--- config.mk ---
export PLATFORM = sky130hd
export DESIGN_NAME = hilo_muldiv_unit_flat
export DESIGN_NICKNAME = d
export VERILOG_FILES = /design/src/rtl/cpu_pkg.sv /design/src/rtl/hilo_muldiv_unit_if.sv /design/src/rtl/muldiv_iter_core.sv /design/src/rtl/hilo_muldiv_unit.sv /design/src/flat_wrapper.sv
export SDC_FILE = /design/constraint.sdc
export NUM_CORES = 1
export LEC_CHECK = 0
export BUFFER_PORTS_ARGS = -buffer_cell sky130_fd_sc_hd__buf_2
export CORE_UTILIZATION = 44
export DETAILED_ROUTE_END_ITERATION = 6
export PLACE_DENSITY_LB_ADDON = 0.3
export SLEW_MARGIN = 40
export SYNTH_ARGS = -nofsm -noshare
export SYNTH_HDL_FRONTEND = slang
export SYNTH_SLANG_ARGS = --single-unit
--- constraint.sdc ---
create_clock -name clk -period 10.5 [get_ports clk]
set_clock_uncertainty 0.15 [all_clocks]
set_input_delay 0.525 -clock clk [delete_from_list [all_inputs] [get_ports clk]]
set_output_delay 0.525 -clock clk [all_outputs]
set_load 0.005 [all_outputs]
--- src/rtl/cpu_pkg.sv ---
// cpu_pkg: shared decode encodings and HI/LO multiply-divide definitions
package cpu_pkg;
    typedef enum logic [4:0] {
        ADD   = 5'b00000,
        MULT  = 5'b10000,
        MULTU = 5'b10001,
        DIV   = 5'b10010,
        DIVU  = 5'b10011,
        LUI   = 5'b10100,
        MTLO  = 5'b10101,
        MTHI  = 5'b10110
    } alu_control_t;
    localparam int MULDIV_ITERS = 32;
    typedef enum logic [1:0] {IDLE, RUN, FIX} muldiv_state_t;
endpackage

--- src/rtl/hilo_muldiv_unit_if.sv ---
// hilo_muldiv_unit_if: decoder-to-execute link for HI/LO-class operations
interface hilo_muldiv_unit_if #(parameter int DATA_WIDTH = 32);
    import cpu_pkg::*;
    logic start;
    alu_control_t alu_control;
    logic LO_write_enable;
    logic HI_write_enable;
    logic [DATA_WIDTH-1:0] op_a;
    logic [DATA_WIDTH-1:0] op_b;
    logic [DATA_WIDTH-1:0] hi;
    logic [DATA_WIDTH-1:0] lo;
    logic busy;
    logic done;
    modport master (output start, alu_control, LO_write_enable, HI_write_enable, op_a, op_b,
                    input hi, lo, busy, done);
    modport slave (input start, alu_control, LO_write_enable, HI_write_enable, op_a, op_b,
                   output hi, lo, busy, done);
endinterface

--- src/rtl/muldiv_iter_core.sv ---
// muldiv_iter_core: one shift-add multiply or restoring divide step per cycle on magnitudes
module muldiv_iter_core
    import cpu_pkg::*;
#(
    parameter int DATA_WIDTH = 32
) (
    input  logic                    clk,
    input  logic                    reset,
    input  logic                    load,
    input  logic                    step,
    input  logic                    div_mode,
    input  logic [DATA_WIDTH-1:0]   a_mag,
    input  logic [DATA_WIDTH-1:0]   b_mag,
    output logic [2*DATA_WIDTH-1:0] acc,
    output logic                    last
);
    localparam int W = DATA_WIDTH;
    localparam int CW = $clog2(MULDIV_ITERS);
    logic [W-1:0] m_reg;
    logic [CW-1:0] cnt;
    logic div_reg;
    logic [W:0] sum;
    logic [W:0] diff;
    logic [2*W-1:0] nxt;
    assign last = cnt == CW'(MULDIV_ITERS - 1);
    // Multiply consumes multiplier bits from acc's low half; divide shifts the dividend into the remainder.
    always_comb begin
        sum = {1'b0, acc[2*W-1:W]} + (acc[0] ? {1'b0, m_reg} : '0);
        diff = acc[2*W-1:W-1] - {1'b0, m_reg};
        nxt = !div_reg ? {sum, acc[W-1:1]} :
              diff[W]  ? {acc[2*W-2:0], 1'b0} : {diff[W-1:0], acc[W-2:0], 1'b1};
    end
    // Load magnitudes on accept, then advance one iteration per step.
    always_ff @(posedge clk or posedge reset) begin
        if (reset) begin
            acc <= '0;
            m_reg <= '0;
            cnt <= '0;
            div_reg <= 1'b0;
        end else if (load) begin
            acc <= {{W{1'b0}}, div_mode ? a_mag : b_mag};
            m_reg <= div_mode ? b_mag : a_mag;
            cnt <= '0;
            div_reg <= div_mode;
        end else if (step) begin
            acc <= nxt;
            cnt <= cnt + 1'b1;
        end
    end
endmodule

--- src/rtl/hilo_muldiv_unit.sv ---
// hilo_muldiv_unit: owns HI/LO, runs iterative MULT/MULTU/DIV/DIVU and single-cycle MTHI/MTLO
module hilo_muldiv_unit
    import cpu_pkg::*;
#(
    parameter int DATA_WIDTH = 32
) (
    input logic clk,
    input logic reset,
    hilo_muldiv_unit_if.slave bus
);
    localparam int W = DATA_WIDTH;
    muldiv_state_t state;
    logic is_mul, is_div, is_signed, a_neg, b_neg, b_zero, accept, last;
    logic mul_r, neg_lo, neg_hi;
    logic [W-1:0] a_mag, b_mag;
    logic [2*W-1:0] acc, res;
    assign bus.busy = state != IDLE;
    // Decode the offered operation and form operand magnitudes for the signed variants.
    always_comb begin
        is_mul = bus.alu_control inside {MULT, MULTU};
        is_div = bus.alu_control inside {DIV, DIVU};
        is_signed = bus.alu_control inside {MULT, DIV};
        a_neg = is_signed & bus.op_a[W-1];
        b_neg = is_signed & bus.op_b[W-1];
        b_zero = bus.op_b == '0;
        a_mag = a_neg ? -bus.op_a : bus.op_a;
        b_mag = b_neg ? -bus.op_b : bus.op_b;
        accept = state == IDLE && bus.start && (is_mul || is_div) && bus.HI_write_enable && bus.LO_write_enable;
    end
    // Unsigned divide-by-zero leaves remainder=|dividend| and quotient=all ones, so restoring the
    // dividend sign on HI and skipping quotient negation yields hi=op_a, lo=0xFFFFFFFF.
    always_comb begin
        res = mul_r ? (neg_lo ? -acc : acc) :
              {neg_hi ? -acc[2*W-1:W] : acc[2*W-1:W], neg_lo ? -acc[W-1:0] : acc[W-1:0]};
    end
    muldiv_iter_core #(.DATA_WIDTH(W)) u_core (
        .clk      (clk),
        .reset    (reset),
        .load     (accept),
        .step     (state == RUN),
        .div_mode (is_div),
        .a_mag    (a_mag),
        .b_mag    (b_mag),
        .acc      (acc),
        .last     (last)
    );
    // Sequencer: accept/decode in IDLE, iterate in RUN, correct signs and commit HI/LO in FIX.
    always_ff @(posedge clk or posedge reset) begin
        if (reset) begin
            state <= IDLE;
            bus.hi <= '0;
            bus.lo <= '0;
            bus.done <= 1'b0;
            mul_r <= 1'b0;
            neg_lo <= 1'b0;
            neg_hi <= 1'b0;
        end else begin
            bus.done <= 1'b0;
            case (state)
                IDLE: begin
                    if (accept) begin
                        state <= RUN;
                        mul_r <= is_mul;
                        neg_lo <= (a_neg ^ b_neg) & (is_mul | ~b_zero);
                        neg_hi <= a_neg;
                    end else if (bus.start && bus.alu_control == MTHI && bus.HI_write_enable) begin
                        bus.hi <= bus.op_a;
                    end else if (bus.start && bus.alu_control == MTLO && bus.LO_write_enable) begin
                        bus.lo <= bus.op_a;
                    end
                end
                RUN: state <= last ? FIX : RUN;
                FIX: begin
                    {bus.hi, bus.lo} <= res;
                    bus.done <= 1'b1;
                    state <= IDLE;
                end
                default: state <= IDLE;
            endcase
        end
    end
endmodule

--- src/flat_wrapper.sv ---
// flat-port wrapper written by rule: the top's interface ports become plain ports
module hilo_muldiv_unit_flat import cpu_pkg::*;
#(
    parameter int DATA_WIDTH = 32
)
  (clk, reset, bus_start, bus_alu_control, bus_LO_write_enable, bus_HI_write_enable, bus_op_a, bus_op_b, bus_hi, bus_lo, bus_busy, bus_done);
  hilo_muldiv_unit_if #(.DATA_WIDTH(DATA_WIDTH)) bus_i ();
  input logic clk;
  input logic reset;
  input wire logic [$bits(bus_i.start)-1:0] bus_start;
  input wire logic [$bits(bus_i.alu_control)-1:0] bus_alu_control;
  input wire logic [$bits(bus_i.LO_write_enable)-1:0] bus_LO_write_enable;
  input wire logic [$bits(bus_i.HI_write_enable)-1:0] bus_HI_write_enable;
  input wire logic [$bits(bus_i.op_a)-1:0] bus_op_a;
  input wire logic [$bits(bus_i.op_b)-1:0] bus_op_b;
  output wire logic [$bits(bus_i.hi)-1:0] bus_hi;
  output wire logic [$bits(bus_i.lo)-1:0] bus_lo;
  output wire logic [$bits(bus_i.busy)-1:0] bus_busy;
  output wire logic [$bits(bus_i.done)-1:0] bus_done;
  assign bus_i.start = bus_start;
  assign bus_i.alu_control = bus_alu_control;
  assign bus_i.LO_write_enable = bus_LO_write_enable;
  assign bus_i.HI_write_enable = bus_HI_write_enable;
  assign bus_i.op_a = bus_op_a;
  assign bus_i.op_b = bus_op_b;
  assign bus_hi = bus_i.hi;
  assign bus_lo = bus_i.lo;
  assign bus_busy = bus_i.busy;
  assign bus_done = bus_i.done;
  hilo_muldiv_unit #(.DATA_WIDTH(DATA_WIDTH)) u_core (.clk(clk), .reset(reset), .bus(bus_i));
endmodule
==> impl_summary.log <==
INFO  metric synth_enable_flop_cells = 0
INFO  metric layout-drive-gt1-share = 0.120
INFO  metric cts_sinks = 172
INFO  metric critical_path.endpoint_type = flip-flop
INFO  metric final-hold-violation-count = 10
INFO  metric initial_utilization = 0.450
INFO  metric slew-limit-headroom = 0.450
INFO  metric floorplan.die.height = 185 um
INFO  metric cp-start-kind = flip-flop
INFO  metric clk-insertion-delay-late = 0.46 ns
INFO  metric finalSetupViolCount = 0
INFO  metric cts_inserted_buffers = 17
INFO  metric synth.distinct_cells = 75
INFO  metric worst-path-stages = 13
INFO  metric synth.most_common_cell = o21ai_0
INFO  metric synthTopCellsByCount = 222 x o21ai_0, 207 x nand2_1, 172 x dfrtp_1, 168 x nor2_1, 164 x a21oi_1
INFO  metric timing.critical_path.slowest_stage_cell = a41oi_1
INFO  metric detail_route.wl_per_cell = 22.3 um
INFO  metric final.fill_count = 3271
INFO  metric critPathArrivalTime = 4.49 ns
INFO  metric synthesis.area_per_instance = 7.84 um2
INFO  metric grt_use_total = 0.310
INFO  metric crit_buf_inv = 2
INFO  metric critPathMaxStageDelay = 0.65 ns
INFO  metric place_inst = 2369
INFO  metric min_path_type = primary input to asynchronous set/reset pin
INFO  metric synth.top_cells.by_area = dfrtp_1 29%, o21ai_0 7.5%, xnor2_1 6.8%
INFO  metric power.ir.vdd_worst = 162 uV
INFO  metric rsz0062_at_grt = false
INFO  metric ys_warn_count = 0
INFO  metric p_leak = 7.17 nW
INFO  metric crit_start = u_core.u_core.acc[0]$_DFFE_PP0P_
INFO  metric syn_area = 14800 um2
INFO  metric critical-path-top-cell-by-count = o21ai_0
INFO  metric max_freq = 0.232 GHz
INFO  metric sequential_cell_area = 4310 um2
INFO  metric synthesis.nets = 2030
INFO  metric violations = negative hold slack
INFO  metric synthFlopType = dfrtp_1
INFO  metric setup.reg_to_reg.worst_slack = 6.19 ns
INFO  metric kind_of_critical_path = flip-flop to flip-flop
INFO  metric area_growth = 11.0%
INFO  metric worstRegToRegCells = 13
INFO  metric tns = 0 ns
INFO  metric clkSlewWorstSetupHoldPaths = 0.08 ns
INFO  metric regToRegStartpoint = u_core.u_core.acc[0]$_DFFE_PP0P_
INFO  metric cts_tree = built
INFO  metric finalNonFillerCells = 2402
INFO  metric numPortBuffers = 139
INFO  metric die_width = 185 um
INFO  metric global_route_wire_length_before_repair = 80.0 mm
INFO  metric cts-root-buf = clkbuf_16
INFO  metric drt-pass1-iter-count = 6
INFO  metric clk_path_buf_depth = 2
INFO  metric row_count = 66
INFO  metric synth.yosys.seq_area_share = 0.292
INFO  metric postCtsSetupBuffers = 0
INFO  metric grt-ovfl-total = 0
INFO  metric number_of_standard_cells_after_synthesis = 1884
INFO  metric worst_r2r_endpoint = u_core.u_core.acc[58]$_DFFE_PP0P_
INFO  metric top_register = u_core.u_core.acc
INFO  metric design_area = 16400 um2
INFO  metric crit_chain = inv_1 > buf_4 > nor2_1 > ha_1 > a211oi_1 > o21ai_0 > o31ai_1 > o21ai_0 > a41oi_1 > o21ai_0 > xor2_1 > a221oi_1 > o21ai_0
INFO  metric drtAntennaViolNets = 0
INFO  metric asyncSetResetFlopFracSynth = 1.00
INFO  metric status = complete, but fails checks
INFO  metric yosys_register_bits = 172
INFO  metric grt_start_max_net_pins = 75
INFO  metric min_period = 4.31 ns
INFO  metric io_pins = 140
INFO  metric multiInputGateArea = 9810 um2
INFO  metric finalCritPeriodShare = 0.411
INFO  metric whs = -0.00658 ns
INFO  metric die_area = 34300 um2
INFO  metric tightestPinTransition = 0.826 ns
INFO  metric clock_tree.htree_level_count = 4
INFO  metric antenna_found_initial = 2
INFO  metric first_global_vias = 13400
INFO  metric hold_buffers = 0
INFO  metric routed_via_density = 6.16
INFO  metric gp_congestion = 0.979
INFO  metric postPlaceCellArea = 15800 um2
INFO  metric drc_errors = 0
INFO  metric slew_violations = 0
INFO  metric synth_top_cell_by_area = dfrtp_1
INFO  metric crit_required = 10.68 ns
INFO  metric powerDensity = 276 nW/um2
INFO  metric finish.net_count = 2092
INFO  metric maxCapViolCount = 0
INFO  metric finalWirelength = 53.6 mm
INFO  metric largest_register_ffs = 64
INFO  metric place_hpwl = 40.2 mm
INFO  metric vias_after_detailed_routing = 14800
INFO  metric cts_resized = 0
INFO  metric worstSetupEndpoint = u_core.u_core.acc[58]$_DFFE_PP0P_
INFO  metric synthDominantCellAreaShare = 0.292
INFO  metric critical_path.max_fanout = 31
INFO  metric critical-path-top-delay-family = compound AO/OA/AOI/OAI gates
INFO  metric fp.coreArea = 32800 um2
INFO  metric drtIter0Drc = 1545
==> layout make-up <==
type | instances | area share
inverters | 67 | 0.0156
well taps | 442 | 0.0337
multi-input cells | 1530 | 0.598
clock buffers | 17 | 0.0260
flip-flops and latches | 172 | 0.263
clock inverters | 15 | 0.0121
repair buffers | 158 | 0.0514
diodes | 1 | 0.000153
==> metal layers <==
metal,track usage,wire [um]
met1,0.432,23200
met2,0.476,23600
met3,0.0503,4840
met4,0.128,1890
met5,0,22
==> worst min path at each step <==
| stage | depth (start not counted) | slack (ns) | from | to |
|---|---|---|---|---|
| global route | 2 | 0.05 | reset | u_core.bus.lo[14]$_DFFE_PP0P_ |
| CTS | 2 | 0.02 | reset | u_core.bus.lo[14]$_DFFE_PP0P_ |
| detailed placement | 2 | 0.32 | u_core.u_core.m_reg[6]$_DFFE_PP0N_ | u_core.u_core.m_reg[6]$_DFFE_PP0N_ |
| floorplan | 2 | 0.30 | u_core.u_core.m_reg[11]$_DFFE_PP0N_ | u_core.u_core.m_reg[11]$_DFFE_PP0N_ |
| global placement | 2 | 0.31 | u_core.bus.hi[0]$_DFFE_PP0P_ | u_core.bus.hi[0]$_DFFE_PP0P_ |
| finish | 2 | -0.007 | reset | u_core.bus.lo[14]$_DFFE_PP0P_ |
==> through the flow <==
step / util / worst slack, ns / power, mW
after floorplan: - / 5.16 / 3.01
after global placement: 0.481 / 6.30 / 3.73
after detailed placement: 0.481 / 6.34 / 3.77
after CTS: 0.500 / 6.32 / 4.47
after global routing: 0.500 / 5.93 / 4.83
final: 0.500 / 6.19 / 4.52
==> where the power goes <==
part,switching (mW),internal (mW)
Combinational,1.49,1.07
Sequential,0.391,0.875
Clock,0.331,0.366
==> logic make-up (layout without fill, tap and decap cells) <==
group	count (synthesis)	in the layout	synth area share
AOI/OAI and AO/OA	613	613	0.250
and+or+nand+nor	582	582	0.185
buffers and inverters	182	257	0.0467
xor gates and xnor gates	172	172	0.102
DFF	172	172	0.292
muxes	91	91	0.0626
adders and majority gates	72	72	0.0620
other	0	1	0
==> cells in the final DEF, fill, tap and decap left out, drive strengths merged, types with 12 or more instances in the layout <==
cell type  instances
a211oi            16
a21o              22
a21oi            164
a22oi             15
a31oi             24
and3              21
buf              158
clkbuf            17
dfrtp            172
ha                70
inv               76
mux2i             80
nand2            208
nand2b            18
nand3             22
nor2             168
nor3              42
nor4              20
o211ai            35
o21a              13
o21ai            228
o22ai             12
o31ai             18
o41ai             12
or3               13
or4               14
xnor2            115
xor2              57
Power figures use the tool's default switching activity.
